[src/rtl/ht_dec_if.sv]
// Stream-side bundle of the canonical-Huffman decoder: table load, bit input, symbol output.
// The master drives the table and bitstream; the slave is the decoder.
interface ht_dec_if #(
  parameter int index = 8,
  parameter int width = 4
) ();
  localparam int index_width = $clog2(index);

  logic                   start;
  logic [width-1:0]       lens [0:index-1];
  logic                   over;
  logic                   err;
  logic                   bit_in;
  logic                   bit_valid;
  logic                   bit_ready;
  logic [index_width-1:0] sym_out;
  logic                   sym_valid;
  logic                   sym_ready;

  modport master (
    output start, lens, bit_in, bit_valid, sym_ready,
    input  over, err, bit_ready, sym_out, sym_valid
  );

  modport slave (
    input  start, lens, bit_in, bit_valid, sym_ready,
    output over, err, bit_ready, sym_out, sym_valid
  );
endinterface

[src/rtl/ht_dec.sv]
// Canonical-Huffman decoder: builds count/offset/sorted tables from per-symbol code lengths,
// then decodes a serial MSB-first bitstream into symbol indices, one bit per cycle.
module ht_dec #(
  parameter int index       = 8,
  parameter int width       = 4,
  parameter int index_width = $clog2(index),
  parameter int max_len     = 7
) (
  input  logic     clk,
  input  logic     rst,
  ht_dec_if.slave  bus
);
  localparam int LW  = $clog2(max_len + 1);
  localparam int CW  = index_width + 1;
  localparam int KW  = max_len + 1;
  localparam int KW1 = KW + 1;
  localparam int SW  = $clog2(index + max_len) + 1;

  typedef enum logic [2:0] {
    S_IDLE, S_COUNT, S_OFFS, S_PLACE, S_DECODE, S_ERR
  } state_t;

  state_t                 r_state;
  state_t                 w_state_next;
  logic [SW-1:0]          r_step;
  logic [CW-1:0]          r_count  [0:2**LW-1];
  logic [CW-1:0]          r_offs   [0:2**LW-1];
  logic [index_width-1:0] r_sorted [0:index-1];
  logic [CW-1:0]          r_sum;
  logic [KW-1:0]          r_left;
  logic                   r_bad;
  logic [KW-1:0]          r_code;
  logic [KW-1:0]          r_first;
  logic [CW-1:0]          r_idx;
  logic [LW-1:0]          r_len;
  logic                   r_sym_valid;
  logic [index_width-1:0] r_sym_out;

  logic                   w_over;
  logic                   w_err;
  logic                   w_bit_ready;
  logic                   w_last_index;
  logic                   w_last_offs;
  logic [width-1:0]       w_lens_cur;
  logic                   w_len_ok;
  logic [LW-1:0]          w_len_idx;
  logic [LW-1:0]          w_l;
  logic [CW-1:0]          w_cnt_l;
  logic [KW1-1:0]         w_left2;
  logic                   w_oversub;
  logic [CW-1:0]          w_sum_l;
  logic                   w_bit_hs;
  logic [KW-1:0]          w_c;
  logic [KW-1:0]          w_f;
  logic [KW-1:0]          w_d;
  logic [LW-1:0]          w_len_n;
  logic [CW-1:0]          w_cnt;
  logic                   w_match;
  logic                   w_dead;
  logic [index_width-1:0] w_sel;

  // r_step walks symbols in COUNT/PLACE and lengths (minus one) in OFFS.
  assign w_last_index = (r_step == SW'(index - 1));
  assign w_last_offs  = (r_step == SW'(max_len - 1));
  assign w_lens_cur   = bus.lens[r_step[index_width-1:0]];
  assign w_len_ok     = (w_lens_cur <= width'(max_len));
  assign w_len_idx    = w_lens_cur[LW-1:0];

  assign w_l       = LW'(r_step + 1'b1);
  assign w_cnt_l   = r_count[w_l];
  assign w_left2   = {r_left, 1'b0};
  assign w_oversub = (w_left2 < KW1'(w_cnt_l));
  assign w_sum_l   = r_sum + w_cnt_l;

  assign w_bit_hs = w_bit_ready && bus.bit_valid;
  assign w_c      = {r_code[KW-2:0], bus.bit_in};
  assign w_f      = {r_first[KW-2:0], 1'b0};
  assign w_d      = w_c - w_f;
  assign w_len_n  = r_len + 1'b1;
  assign w_cnt    = r_count[w_len_n];
  assign w_match  = (w_c >= w_f) && (w_d < KW'(w_cnt));
  assign w_dead   = !w_match && (w_len_n == LW'(max_len));
  assign w_sel    = r_idx[index_width-1:0] + w_d[index_width-1:0];

  always_ff @(posedge clk or posedge rst) begin
    if (rst) r_state <= S_IDLE;
    else     r_state <= w_state_next;
  end

  always_comb begin
    w_state_next = r_state;
    case (r_state)
      S_COUNT:  if (w_last_index) w_state_next = S_OFFS;
      S_OFFS:   if (w_last_offs) w_state_next = S_PLACE;
      S_PLACE:  if (w_last_index) w_state_next = r_bad ? S_ERR : S_DECODE;
      S_DECODE: if (w_bit_hs && w_dead) w_state_next = S_ERR;
      default:  ;
    endcase
    if (bus.start) w_state_next = S_COUNT;
  end

  always_comb begin
    w_over      = (r_state == S_DECODE);
    w_err       = (r_state == S_ERR);
    w_bit_ready = (r_state == S_DECODE) && (!r_sym_valid || bus.sym_ready);
  end

  assign bus.over      = w_over;
  assign bus.err       = w_err;
  assign bus.bit_ready = w_bit_ready;
  assign bus.sym_out   = r_sym_out;
  assign bus.sym_valid = r_sym_valid;

  always_ff @(posedge clk or posedge rst) begin
    if (rst) begin
      r_step      <= '0;
      r_sum       <= '0;
      r_left      <= '0;
      r_bad       <= 1'b0;
      r_code      <= '0;
      r_first     <= '0;
      r_idx       <= '0;
      r_len       <= '0;
      r_sym_valid <= 1'b0;
      r_sym_out   <= '0;
      for (int k = 0; k < 2**LW; k++) begin
        r_count[k] <= '0;
        r_offs[k]  <= '0;
      end
      for (int k = 0; k < index; k++) r_sorted[k] <= '0;
    end else begin
      if (bus.start || (r_state != w_state_next)) r_step <= '0;
      else                                        r_step <= r_step + 1'b1;

      if (bus.start) begin
        r_sum       <= '0;
        r_left      <= KW'(1);
        r_bad       <= 1'b0;
        r_code      <= '0;
        r_first     <= '0;
        r_idx       <= '0;
        r_len       <= '0;
        r_sym_valid <= 1'b0;
        for (int k = 0; k < 2**LW; k++) begin
          r_count[k] <= '0;
          r_offs[k]  <= '0;
        end
      end else begin
        case (r_state)
          S_COUNT: begin
            if (!w_len_ok)             r_bad <= 1'b1;
            else if (w_lens_cur != '0) r_count[w_len_idx] <= r_count[w_len_idx] + 1'b1;
          end
          S_OFFS: begin
            // Kraft: unused leaves at depth L are twice those at L-1 minus codes of length L.
            r_offs[w_l] <= r_sum;
            r_sum       <= w_sum_l;
            r_left      <= w_left2[KW-1:0] - KW'(w_cnt_l);
            if (w_oversub || (w_last_offs && (w_sum_l == '0))) r_bad <= 1'b1;
          end
          S_PLACE: begin
            if (!r_bad && (w_lens_cur != '0)) begin
              r_sorted[r_offs[w_len_idx][index_width-1:0]] <= r_step[index_width-1:0];
              r_offs[w_len_idx] <= r_offs[w_len_idx] + 1'b1;
            end
          end
          S_DECODE: begin
            if (w_bit_hs && w_match) begin
              r_sym_out   <= r_sorted[w_sel];
              r_sym_valid <= 1'b1;
              r_code      <= '0;
              r_first     <= '0;
              r_idx       <= '0;
              r_len       <= '0;
            end else begin
              if (r_sym_valid && bus.sym_ready) r_sym_valid <= 1'b0;
              if (w_bit_hs) begin
                r_idx   <= r_idx + w_cnt;
                r_first <= w_f + KW'(w_cnt);
                r_code  <= w_c;
                r_len   <= w_len_n;
              end
            end
          end
          S_ERR:   r_sym_valid <= 1'b0;
          default: ;
        endcase
      end
    end
  end
endmodule

[src/flat_wrapper.sv]
// flat-port wrapper written by rule: the top's interface ports become plain ports
module ht_dec_flat 
#(
  parameter int index       = 8,
  parameter int width       = 4,
  parameter int index_width = $clog2(index),
  parameter int max_len     = 7
)
  (clk, rst, bus_start, bus_lens, bus_bit_in, bus_bit_valid, bus_sym_ready, bus_over, bus_err, bus_bit_ready, bus_sym_out, bus_sym_valid);
  ht_dec_if #(.index(index), .width(width)) bus_i ();
  input  logic clk;
  input  logic rst;
  input wire logic [$bits(bus_i.start)-1:0] bus_start;
  input wire logic [$bits(bus_i.lens)-1:0] bus_lens;
  input wire logic [$bits(bus_i.bit_in)-1:0] bus_bit_in;
  input wire logic [$bits(bus_i.bit_valid)-1:0] bus_bit_valid;
  input wire logic [$bits(bus_i.sym_ready)-1:0] bus_sym_ready;
  output wire logic [$bits(bus_i.over)-1:0] bus_over;
  output wire logic [$bits(bus_i.err)-1:0] bus_err;
  output wire logic [$bits(bus_i.bit_ready)-1:0] bus_bit_ready;
  output wire logic [$bits(bus_i.sym_out)-1:0] bus_sym_out;
  output wire logic [$bits(bus_i.sym_valid)-1:0] bus_sym_valid;
  assign bus_i.start = bus_start;
  assign bus_i.lens = {>>{bus_lens}};
  assign bus_i.bit_in = bus_bit_in;
  assign bus_i.bit_valid = bus_bit_valid;
  assign bus_i.sym_ready = bus_sym_ready;
  assign bus_over = bus_i.over;
  assign bus_err = bus_i.err;
  assign bus_bit_ready = bus_i.bit_ready;
  assign bus_sym_out = bus_i.sym_out;
  assign bus_sym_valid = bus_i.sym_valid;
  ht_dec #(.index(index), .width(width), .index_width(index_width), .max_len(max_len)) u_core (.clk(clk), .rst(rst), .bus(bus_i));
endmodule
[config.mk]
export PLATFORM = sky130hd
export DESIGN_NAME = ht_dec_flat
export DESIGN_NICKNAME = d
export VERILOG_FILES = /design/src/rtl/ht_dec_if.sv /design/src/rtl/ht_dec.sv /design/src/flat_wrapper.sv
export SDC_FILE = /design/constraint.sdc
export NUM_CORES = 1
export LEC_CHECK = 0
export BUFFER_PORTS_ARGS = -buffer_cell sky130_fd_sc_hd__buf_2
export CORE_UTILIZATION = 55
export CTS_CLUSTER_DIAMETER = 120
export DETAILED_ROUTE_END_ITERATION = 8
export GPL_TIMING_DRIVEN = 0
export HOLD_SLACK_MARGIN = 0.12
export MAX_ROUTING_LAYER = met4
export PLACE_DENSITY = 0.7
export SYNTH_ARGS = -nofsm -noshare
export SYNTH_HDL_FRONTEND = slang
export SYNTH_SLANG_ARGS = --single-unit
[constraint.sdc]
create_clock -name clk -period 4.5 [get_ports clk]
set_input_delay 0.9 -clock clk [delete_from_list [all_inputs] [get_ports clk]]
set_output_delay 0.9 -clock clk [all_outputs]
set_load 0.02 [all_outputs]
* After elaboration in Yosys (flattened, before gate mapping)
Cells that the tools add are included.
** Word-level totals
- Register bits :: 134
** Operators by class
- Add/sub/neg operators :: 10
- $lt $le $gt $ge :: 13
- Equal/unequal tests :: 13
- Multiplexer cells :: 71
- Bitwise gates (word level) :: 7
- Reductions and logical operators :: 36
** Operators by type and width (count)
- 32-bit two-way mux :: 6
- 32-bit bitwise mux :: 3
- 4-bit two-way mux :: 18
- 32-bit one-hot mux with 2 select lines :: 1
- 4-bit binary-select mux with 3-bit select :: 5
- 7-bit two-way mux :: 8
- 3-bit two-way mux :: 12
- 24-bit bitwise mux :: 1
- 4-bit demux with 3-bit select :: 2
- 4-bit >= comparator (second input constant) :: 6
- 3-bit inverter with 4-bit output :: 6
- 8-bit two-way mux :: 2
- 1-bit logical AND :: 12
- 4-bit by 1-bit less-than comparator with 1-bit output (second input constant) :: 3
- 3-bit one-hot mux with 4 select lines :: 1
- 3-bit AND reduction :: 4
- 3-bit nonzero test :: 4
- 5-bit by 3-bit == test with 1-bit output (second input constant) :: 2
- 2-bit nonzero test :: 5
- 3-bit binary-select mux with 3-bit select :: 1
- 3-bit demux with 3-bit select :: 1
- 3-bit == test (second input constant) :: 3
- 9-bit by 4-bit less-than comparator with 1-bit output :: 1
- 4-bit by 1-bit adder with 4-bit output (second input constant) :: 2
- other kinds (25) :: 41

* Longest topological paths before layout
Gate-level depths: netlist of the first run.
- Depth in word-level cells :: 16
- Depth in mapped cells :: 18
- Mapped depth without buffers :: 14

* Least setup slack after synthesis of the first run
OpenSTA, ideal clock, no wires.
- Path kind :: reg2reg
- From :: register u_core.r_len[0]
- To :: register u_core.r_sym_out[0] (netlist: u_core.bus.sym_out[0])
- Library setup time :: 0.156 ns
- Arrival time :: 3.716 ns
- Data required time :: 4.344 ns
- Path slack :: 0.628 ns
- Cell stages (with the launch flop) :: 14
- Buffers on the path :: 2
- Clock period less this slack :: 3.872 ns
- Cell sequence :: dfrtp_1 -> clkbuf_1 -> inv_1 -> ha_1 -> clkbuf_1 -> mux4_2 -> mux2i_1 -> ha_1 -> a21oi_1 -> o21ai_0 -> a2111oi_0 -> nand3_1 -> nor4_1 -> a21oi_1
** On the way
- Cells in the longest elaborated chain, start to end :: 9
** Ends and longest elaborated chain
- start: declaration :: RTL line ht_dec.sv:35 : logic [LW-1:0] r_len;
- start signal: assignment :: RTL line ht_dec.sv:181 : r_len <= w_len_n;
- 3-bit by 1-bit adder with 3-bit output :: RTL line ht_dec.sv:79 : assign w_len_n = r_len + 1'b1;
- 3-bit inverter with 4-bit output (not written as such) :: RTL line ht_dec.sv:80 : assign w_cnt = r_count[w_len_n];
- 4-bit binary-select mux with 3-bit select :: RTL line ht_dec.sv:80
- 4-bit two-way mux (not written as such) (2 in series) :: RTL line ht_dec.sv:80
- 8-bit by 4-bit less-than comparator with 1-bit output :: RTL line ht_dec.sv:81 : assign w_match = (w_c >= w_f) && (w_d < KW'(w_cnt));
- 1-bit logical AND :: RTL line ht_dec.sv:81
- 1-bit logical AND :: RTL line ht_dec.sv:168 : if (w_bit_hs && w_match) begin
- 3-bit AND reduction (no source line)
- end signal: assignment :: RTL line ht_dec.sv:169 : r_sym_out <= r_sorted[w_sel];
- end: declaration :: RTL line ht_dec.sv:37 : logic [index_width-1:0] r_sym_out;
No other way between the ends. The select of a mux whose other input is x is not followed.
A chain may end at the register's enable or synchronous reset.

* Final worst setup path of the first run
- From :: register u_core.r_step[0]
- To :: register u_core.r_bad
** On the way
- Cells in the longest elaborated chain, start to end :: 11
- Elaborated cells between the ends (all ways) :: 19
- Classes of those cells :: 2 x add/sub; 2 x order compare; 3 x eq/ne; 6 x mux; 2 x bitwise; 4 x reduce/logical
** Ends and longest elaborated chain
- start: declaration :: RTL line ht_dec.sv:25 : logic [SW-1:0] r_step;
- start signal: assignment :: RTL line ht_dec.sv:133 : else r_step <= r_step + 1'b1;
- 5-bit by 1-bit adder with 5-bit output :: RTL line ht_dec.sv:69 : assign w_l = LW'(r_step + 1'b1);
- 3-bit inverter with 4-bit output (not written as such) :: RTL line ht_dec.sv:70 : assign w_cnt_l = r_count[w_l];
- 4-bit binary-select mux with 3-bit select :: RTL line ht_dec.sv:70
- 4-bit two-way mux (not written as such) (2 in series) :: RTL line ht_dec.sv:70
- 4-bit adder :: RTL line ht_dec.sv:73 : assign w_sum_l = r_sum + w_cnt_l;
- 4-bit zero test :: RTL line ht_dec.sv:159 : if (w_oversub || (w_last_offs && (w_sum_l == '0))) r_bad <= 1'b1;
- 1-bit logical AND :: RTL line ht_dec.sv:159
- 1-bit logical OR :: RTL line ht_dec.sv:159
- 3-bit by 2-bit inequality test with 1-bit output (no source line)
- 3-bit AND reduction (no source line) (*)
- end signal: assignment :: RTL line ht_dec.sv:138 : r_bad <= 1'b0;
- end signal: assignment :: RTL line ht_dec.sv:151 : if (!w_len_ok) r_bad <= 1'b1;
- end signal: assignment :: RTL line ht_dec.sv:159
- end: declaration :: RTL line ht_dec.sv:31 : logic r_bad;
Mark *: on every way between the ends. The rest lies on a longest branch, timed or not. The select of a mux whose other input is x is not followed.

==> metrics, run 1 <==
power share of the clock group=0.402; slowest CP cell=ha_1; Vert. Die Dim=124 um; Setup crit end kind=flop; Mapped Nets=908; ANT cells=0; Critical Path Fanout Max=11; Via-to-Cell Ratio=between 6 and 7; pwr dens=371 mW/mm2; Iteration-0 DRC Markers=713; CTS Buf Count=17; CTS clk-pin slew, worst paths=0.06 ns; Leak=approximately 0.0041 uW; GR Util All Layers=0.346; htree depth=4; Slowest Stage Delay on Critical Path=0.51 ns; Pint=2310 uW; DRT Pass-1 Iters=5; largest net degree at the start of global routing=between 60 and 70; Seq/Total Area, Yosys=0.381; Synth async-reset ratio=1.00; Initial Util=0.566; Sw Ratio=0.332; CTS tree=yes; initial antenna violation count=0; Max Slew Vio Count=0; Clock Root Buffer=clkbuf_16; Sink Count=125; Post-CTS Setup Bufs=0; # rows=44; core box area=0.0145 mm2; status=finished clean; Layout Nets=970; placed standard-cell area=0.00870 mm2; DRC=0; Reg power frac=0.356; Hold Fails Final Rpt=0; Main synth FF type=dfrtp_1; Routed WL=24900 um; global-route wire length before repair=39900 um; CP required=just under 5 ns; DR WL/cell=approximately 23 um; WHS=roughly 0.5 ns; clk_lat worst skew=0.43 ns; Gate Count Post-Synth=837; Worst slew margin=0.307; Buffers on Ports=44; max-cap viol count=0; combinational share of power=0.242; Sw Pwr=1150 uW; CTS Buffer Depth=2; RSZ-0062 raised after global routing=false; DPL Wire Length=18500 um; vias in the first global route=7190; Yosys warnings=0; register bit total from synthesis=125; grt ovf=0; fin area=between 0.009 and 0.01 mm2; achievable frequency=230 MHz; period utilization=0.968; Setup violations, final=0; Data arrival, critical path=approximately 4.7 ns; Worst Setup Start Kind=flop; skew final=0.0103 ns; most used cell, CP=clkbuf_2; Overall Power=3460 uW; top-count cell post-synth=dfrtp_1; Vias=7042; min Tclk post-route=4.36 ns; Top Ports=45; share of layout cells above drive strength 1=0.181; critical path class=reg -> reg; Synth cell types=74; Post-Syn Area=0.00822 mm2; die area=between 0.015 and 0.02 mm2; Area Growth Syn to Fin=13.2%; die width=between 100 and 150 um; Peak supply drop=0.000282 V; Yosys top cell by area=dfrtp_1; hold crit path type=reg -> reg; Yosys top cell area share=0.381; worst slew pin tran=1.03 ns; number of synthesized flops with an enable pin=0; syn avg cell area=9.82 um2; Commonest cells post-synth=dfrtp_1, nor2_1, nand2_1, mux2i_1, a21oi_1; Synth area leaders=dfrtp_1, mux2i_1, mux4_2, nor2_1, ha_1; post-route ant nets=0; critical-path cell list=clkbuf_2 > inv_2 > clkbuf_2 > ha_1 > clkbuf_2 > nand3_1 > o21ai_0 > nand2_1 > and3_1 > inv_1 > ha_1 > a21o_1 > a21oi_1 > xnor2_1 > xnor2_1 > nor4_1 > o41a_1; Post-CTS Hold Buffers=0; GPL Wtd Cong=between 0.9 and 1
what timing repair did:
action / in CTS / in global routing
resized for setup: 6 / 3
endpoints found under the setup margin: 38 / 34
cloned: 0 / 0
flip-flops by register name, summed over array words and instances (netlist names), 4 cells and up:
register and count:
u_core.r_sorted 24, u_core.r_count 32, u_core.r_left 8, u_core.r_offs 24
u_core.r_step 5, u_core.r_sum 4, u_core.r_code 7, u_core.r_first 7
per-stage QoR:
stage / utilization / setup TNS [ns] / setup slack, ns / instances
detailed placement: 0.599 / -10.14 / -0.678 / 1066
global placement: 0.597 / -144.95 / -1.12 / 1065
floorplan: - / 0 / 0.272 / 837
finish: 0.640 / 0 / 0.144 / 1096
CTS: 0.641 / 0 / 0.0215 / 1098
global route: 0.640 / 0 / 0.00881 / 1096
kinds of logic after synthesis:
group,count (synthesis),share of synthesized area
simple gates,274,0.154
fa+ha+maj,33,0.0557
compound gates,188,0.160
flops,125,0.381
xor+xnor,25,0.0266
mux,111,0.179
buf+inv,81,0.0441
final cells by class:
type	instances	area, um2
buffer	42	223
clock buffer	18	439
clock inverter	14	154
fill	1195	5230
inverter	37	144
multi-input combinational	631	4740
sequential	125	3130
tap	184	230
timing repair buffer	45	248
worst paths after layout:
kind | from | endpoint | slack [ns] | cells past startpoint
max in group asynchronous | rst | u_core.r_count[3] | 3.21 | 3
setup reg to reg | u_core.r_step[0] | u_core.r_bad | 0.14 | 17
hold / removal | u_core.r_sorted[21] | u_core.r_sorted[21] | 0.49 | 1
hold reg to reg | u_core.r_sorted[21] | u_core.r_sorted[21] | 0.49 | 1
setup / recovery | u_core.r_step[0] | u_core.r_bad | 0.14 | 17
min in group asynchronous | rst | u_core.r_sorted[4] | 0.56 | 2
metal layers:
| metal | GRT usage | routed length [um] | share of wire | vias up |
|---|---|---|---|---|
| met2 | 0.549 | 11900 | 0.48 | 274 |
| met5 | - | 0 | 0 | - |
| met1 | 0.433 | 10400 | 0.42 | 3534 |
| met4 | 0.145 | 924 | 0.037 | 0 |
| met3 | 0.0687 | 1740 | 0.070 | 63 |
| li1 | - | - | - | 3171 |
worst max-delay path: cells and delay by family (launching register included):
kind	cells	cell delay [ns]
buffers and inverters	5	1.40
AOI/OAI and AO/OA	4	0.79
adders and majority gates	2	0.76
and+or+nand+nor	4	0.57
DFF	1	0.37
xor gates and xnor gates	2	0.34
layout by cell type, fill, tap and decap left out, types with 12 or more instances in the layout:
cell,netlist,routed
inv_1,34,33
nor2b_1,12,12
a22o_1,19,19
nor2_1,97,97
o21ai_0,25,25
a211oi_1,15,14
clkbuf_16,0,17
mux2i_1,53,53
nand2_1,84,84
mux2_2,19,19
clkbuf_1,29,22
a31oi_1,17,17
dfrtp_1,125,125
ha_1,27,26
a21oi_1,48,48
buf_2,4,48
nor3_1,26,26
mux4_2,23,23
nand3_1,16,16
mux2_1,12,12
xnor2_1,14,14
power by group through the flow:
stage	Sequential (uW)	Clock, uW	Combinational, uW
finish	1230	1390	837
global route	1230	1460	898
CTS	1230	1410	822
detailed placement	1250	0	815
global placement	1250	0	799
floorplan	1230	0	582
(Power assumes the default switching activity.)
==> run 2: changes to the inputs <==
==> constraint.sdc (replaced) <==
create_clock -name clk -period 4.5 [get_ports clk]
set_input_delay 0.225 -clock clk [delete_from_list [all_inputs] [get_ports clk]]
set_output_delay 0.225 -clock clk [all_outputs]
set_load 0.02 [all_outputs]
==> metrics, run 2 (synthesis gave the netlist of run 1 again) <==
Hold Fails Final Rpt=0 (unchanged); GR Util All Layers=0.346 (about the same); Setup crit end kind=flop; worst slew pin tran=0.997 ns (-0.0343 ns); DR WL/cell=22.7 um (-0.18%); power share of the clock group=0.402 (about the same); core box area=0.0145 mm2 (unchanged); Clock Root Buffer=clkbuf_16; hold crit path type=in -> reg; Vias=7071 (+0.41%); Peak supply drop=0.000278 V (-1.3%); Sw Pwr=1150 uW (about the same); Reg power frac=0.356 (about the same); routed wl met3=1700 um (-2.1%); Area Growth Syn to Fin=13.5%; skew final=0.0107 ns (+0.000345 ns); RSZ-0062 raised after global routing=false; Sw Ratio=0.332 (about the same); Met1 Wirelength=10300 um (-0.42%); Register-to-Register Path Depth=17 (unchanged); Worst slew margin=0.330 (+0.0231); Critical Path Fanout Max=11 (unchanged); achievable frequency=232 MHz (+0.99%); DPL Wire Length=18500 um (unchanged); min Tclk post-route=4.31 ns (-0.0427 ns); highest metal used=met4; Leak=0.00411 uW (+0.20%); placed standard-cell area=0.00870 mm2 (unchanged); max reg flops=32 (unchanged); Data arrival, critical path=4.62 ns (-0.04 ns); Initial Util=0.566 (unchanged); DRC=0 (unchanged); Pint=2310 uW (about the same); GPL Wtd Cong=0.986 (unchanged); CTS clk-pin slew, worst paths=0.06 ns (about the same); Vert. Die Dim=124 um (unchanged); vias in the first global route=7196 (+0.083%); ANT cells=0 (unchanged); Sink Count=125 (unchanged); Worst Setup Start Kind=flop; # rows=44 (unchanged); share of layout cells above drive strength 1=0.181 (-0.000396); status=finished clean; Routed WL=24900 um (about the same); max-cap viol count=0 (unchanged); critical path class=reg -> reg; CP required=4.80 ns (about the same); CTS Buffer Depth=2 (unchanged); combinational share of power=0.243 (about the same); Regs by FF count=u_core.r_count: 32 flops, u_core.r_offs: 24 flops, u_core.r_sorted: 24 flops; most frequent cells in the layout=dfrtp_1, nor2_1, nand2_1; DRT Pass-1 Iters=5 (unchanged); global-route wire length before repair=39900 um (about the same); pwr dens=371 mW/mm2 (-0.16%); initial antenna violation count=0 (unchanged); Layout Nets=972 (+0.21%); Top Ports=45 (unchanged); largest net degree at the start of global routing=68 (unchanged); die area=0.0154 mm2 (unchanged); fin area=0.00933 mm2 (+0.22%); Buffers on Ports=44 (unchanged); Max Slew Vio Count=0 (unchanged); die width=124 um (unchanged); CTS Buf Count=17 (unchanged); htree depth=4 (unchanged); post-route ant nets=0 (unchanged); clk_lat worst skew=0.43 ns (about the same); CTS tree=yes; Iteration-0 DRC Markers=571 (-20%); Layout Cells excl Fill=1098 (+0.18%); Hold Path Cell Cnt=4 (+3); setup tns final=0 ns (unchanged); Post-CTS Setup Bufs=0 (unchanged); commonest non-fill, non-tap cell in the layout=dfrtp_1; met2 wire length=12000 um (+0.72%); period utilization=0.958 (-0.00948); Setup violations, final=0 (unchanged); cell count after placement=1066 (unchanged); Via-to-Cell Ratio=6.44 (+0.23%); grt ovf=0 (unchanged); register with the highest flop count=u_core.r_count
run 2: changes by cell type in the layout (fill, tap and decap cells not counted):
cell,change
dlygate4sd3_1,+2
run 2: power by group through the flow:
stage | Combinational, uW | Sequential (uW) | Clock, uW
global route | 900 | 1230 | 1460
detailed placement | 815 | 1250 | 0
CTS | 824 | 1230 | 1410
floorplan | 582 | 1230 | 0
global placement | 799 | 1250 | 0
finish | 840 | 1230 | 1390
run 2: worst paths after layout:
| check | endpoint | slack (ns) | from |
|---|---|---|---|
| max | u_core.r_bad | 0.19 | u_core.r_step[0] |
| min | u_core.bus.sym_valid | 0.19 | bus_sym_ready |
| max reg2reg | u_core.r_bad | 0.19 | u_core.r_step[0] |
| min reg2reg | u_core.r_sorted[21] | 0.49 | u_core.r_sorted[21] |
| max in group asynchronous | u_core.r_count[15] | 3.32 | rst |
| min in group asynchronous | u_core.r_sorted[4] | 0.45 | rst |
run 2: cell type report:
type / instances / area [um2]
Clock inverter: 14 / 154
Fill cell: 1193 / 5200
Multi-Input combinational cell: 631 / 4740
Buffer: 42 / 223
Sequential cell: 125 / 3130
Tap cell: 184 / 230
Timing Repair Buffer: 47 / 268
Inverter: 37 / 144
Clock buffer: 18 / 439
run 2: worst max-delay path, stage by stage, from the launching register on:
cell      delay, ns
dfrtp_1        0.37
clkbuf_2       0.21
inv_2          0.29
clkbuf_2       0.38
ha_1           0.50
clkbuf_2       0.39
nand3_1        0.13
o21ai_0        0.11
nand2_1        0.07
and3_1         0.26
inv_1          0.12
ha_1           0.25
a21o_1         0.17
a21oi_1        0.19
xnor2_1        0.15
xnor2_1        0.18
nor4_1         0.10
o41a_1         0.31
run 2: through the flow:
| stage | utilization | worst slack [ns] | power (uW) | hold slack [ns] |
|---|---|---|---|---|
| final | 0.642 | 0.187 | 3460 | 0.189 |
| after global routing | 0.642 | 0.00881 | 3590 | 0.240 |
| after global placement | 0.597 | -0.663 | 2040 | 0.463 |
| after floorplan | - | 0.628 | 1810 | 0.358 |
| after detailed placement | 0.599 | -0.678 | 2060 | 0.363 |
| after CTS | 0.642 | 0.0215 | 3460 | 0.182 |
run 2: layer usage:
| metal | track usage | vias to the layer above |
|---|---|---|
| met3 | 0.0683 | 63 |
| met5 | - | - |
| li1 | - | 3178 |
| met4 | 0.145 | 0 |
| met2 | 0.549 | 295 |
| met1 | 0.434 | 3535 |
run 2: what timing repair did:
action	4_1_cts	5_1_grt
setup endpoints to repair	38	34
resized for setup	6	3
endpoints found under the hold margin	67	0
hold buffers	2	0
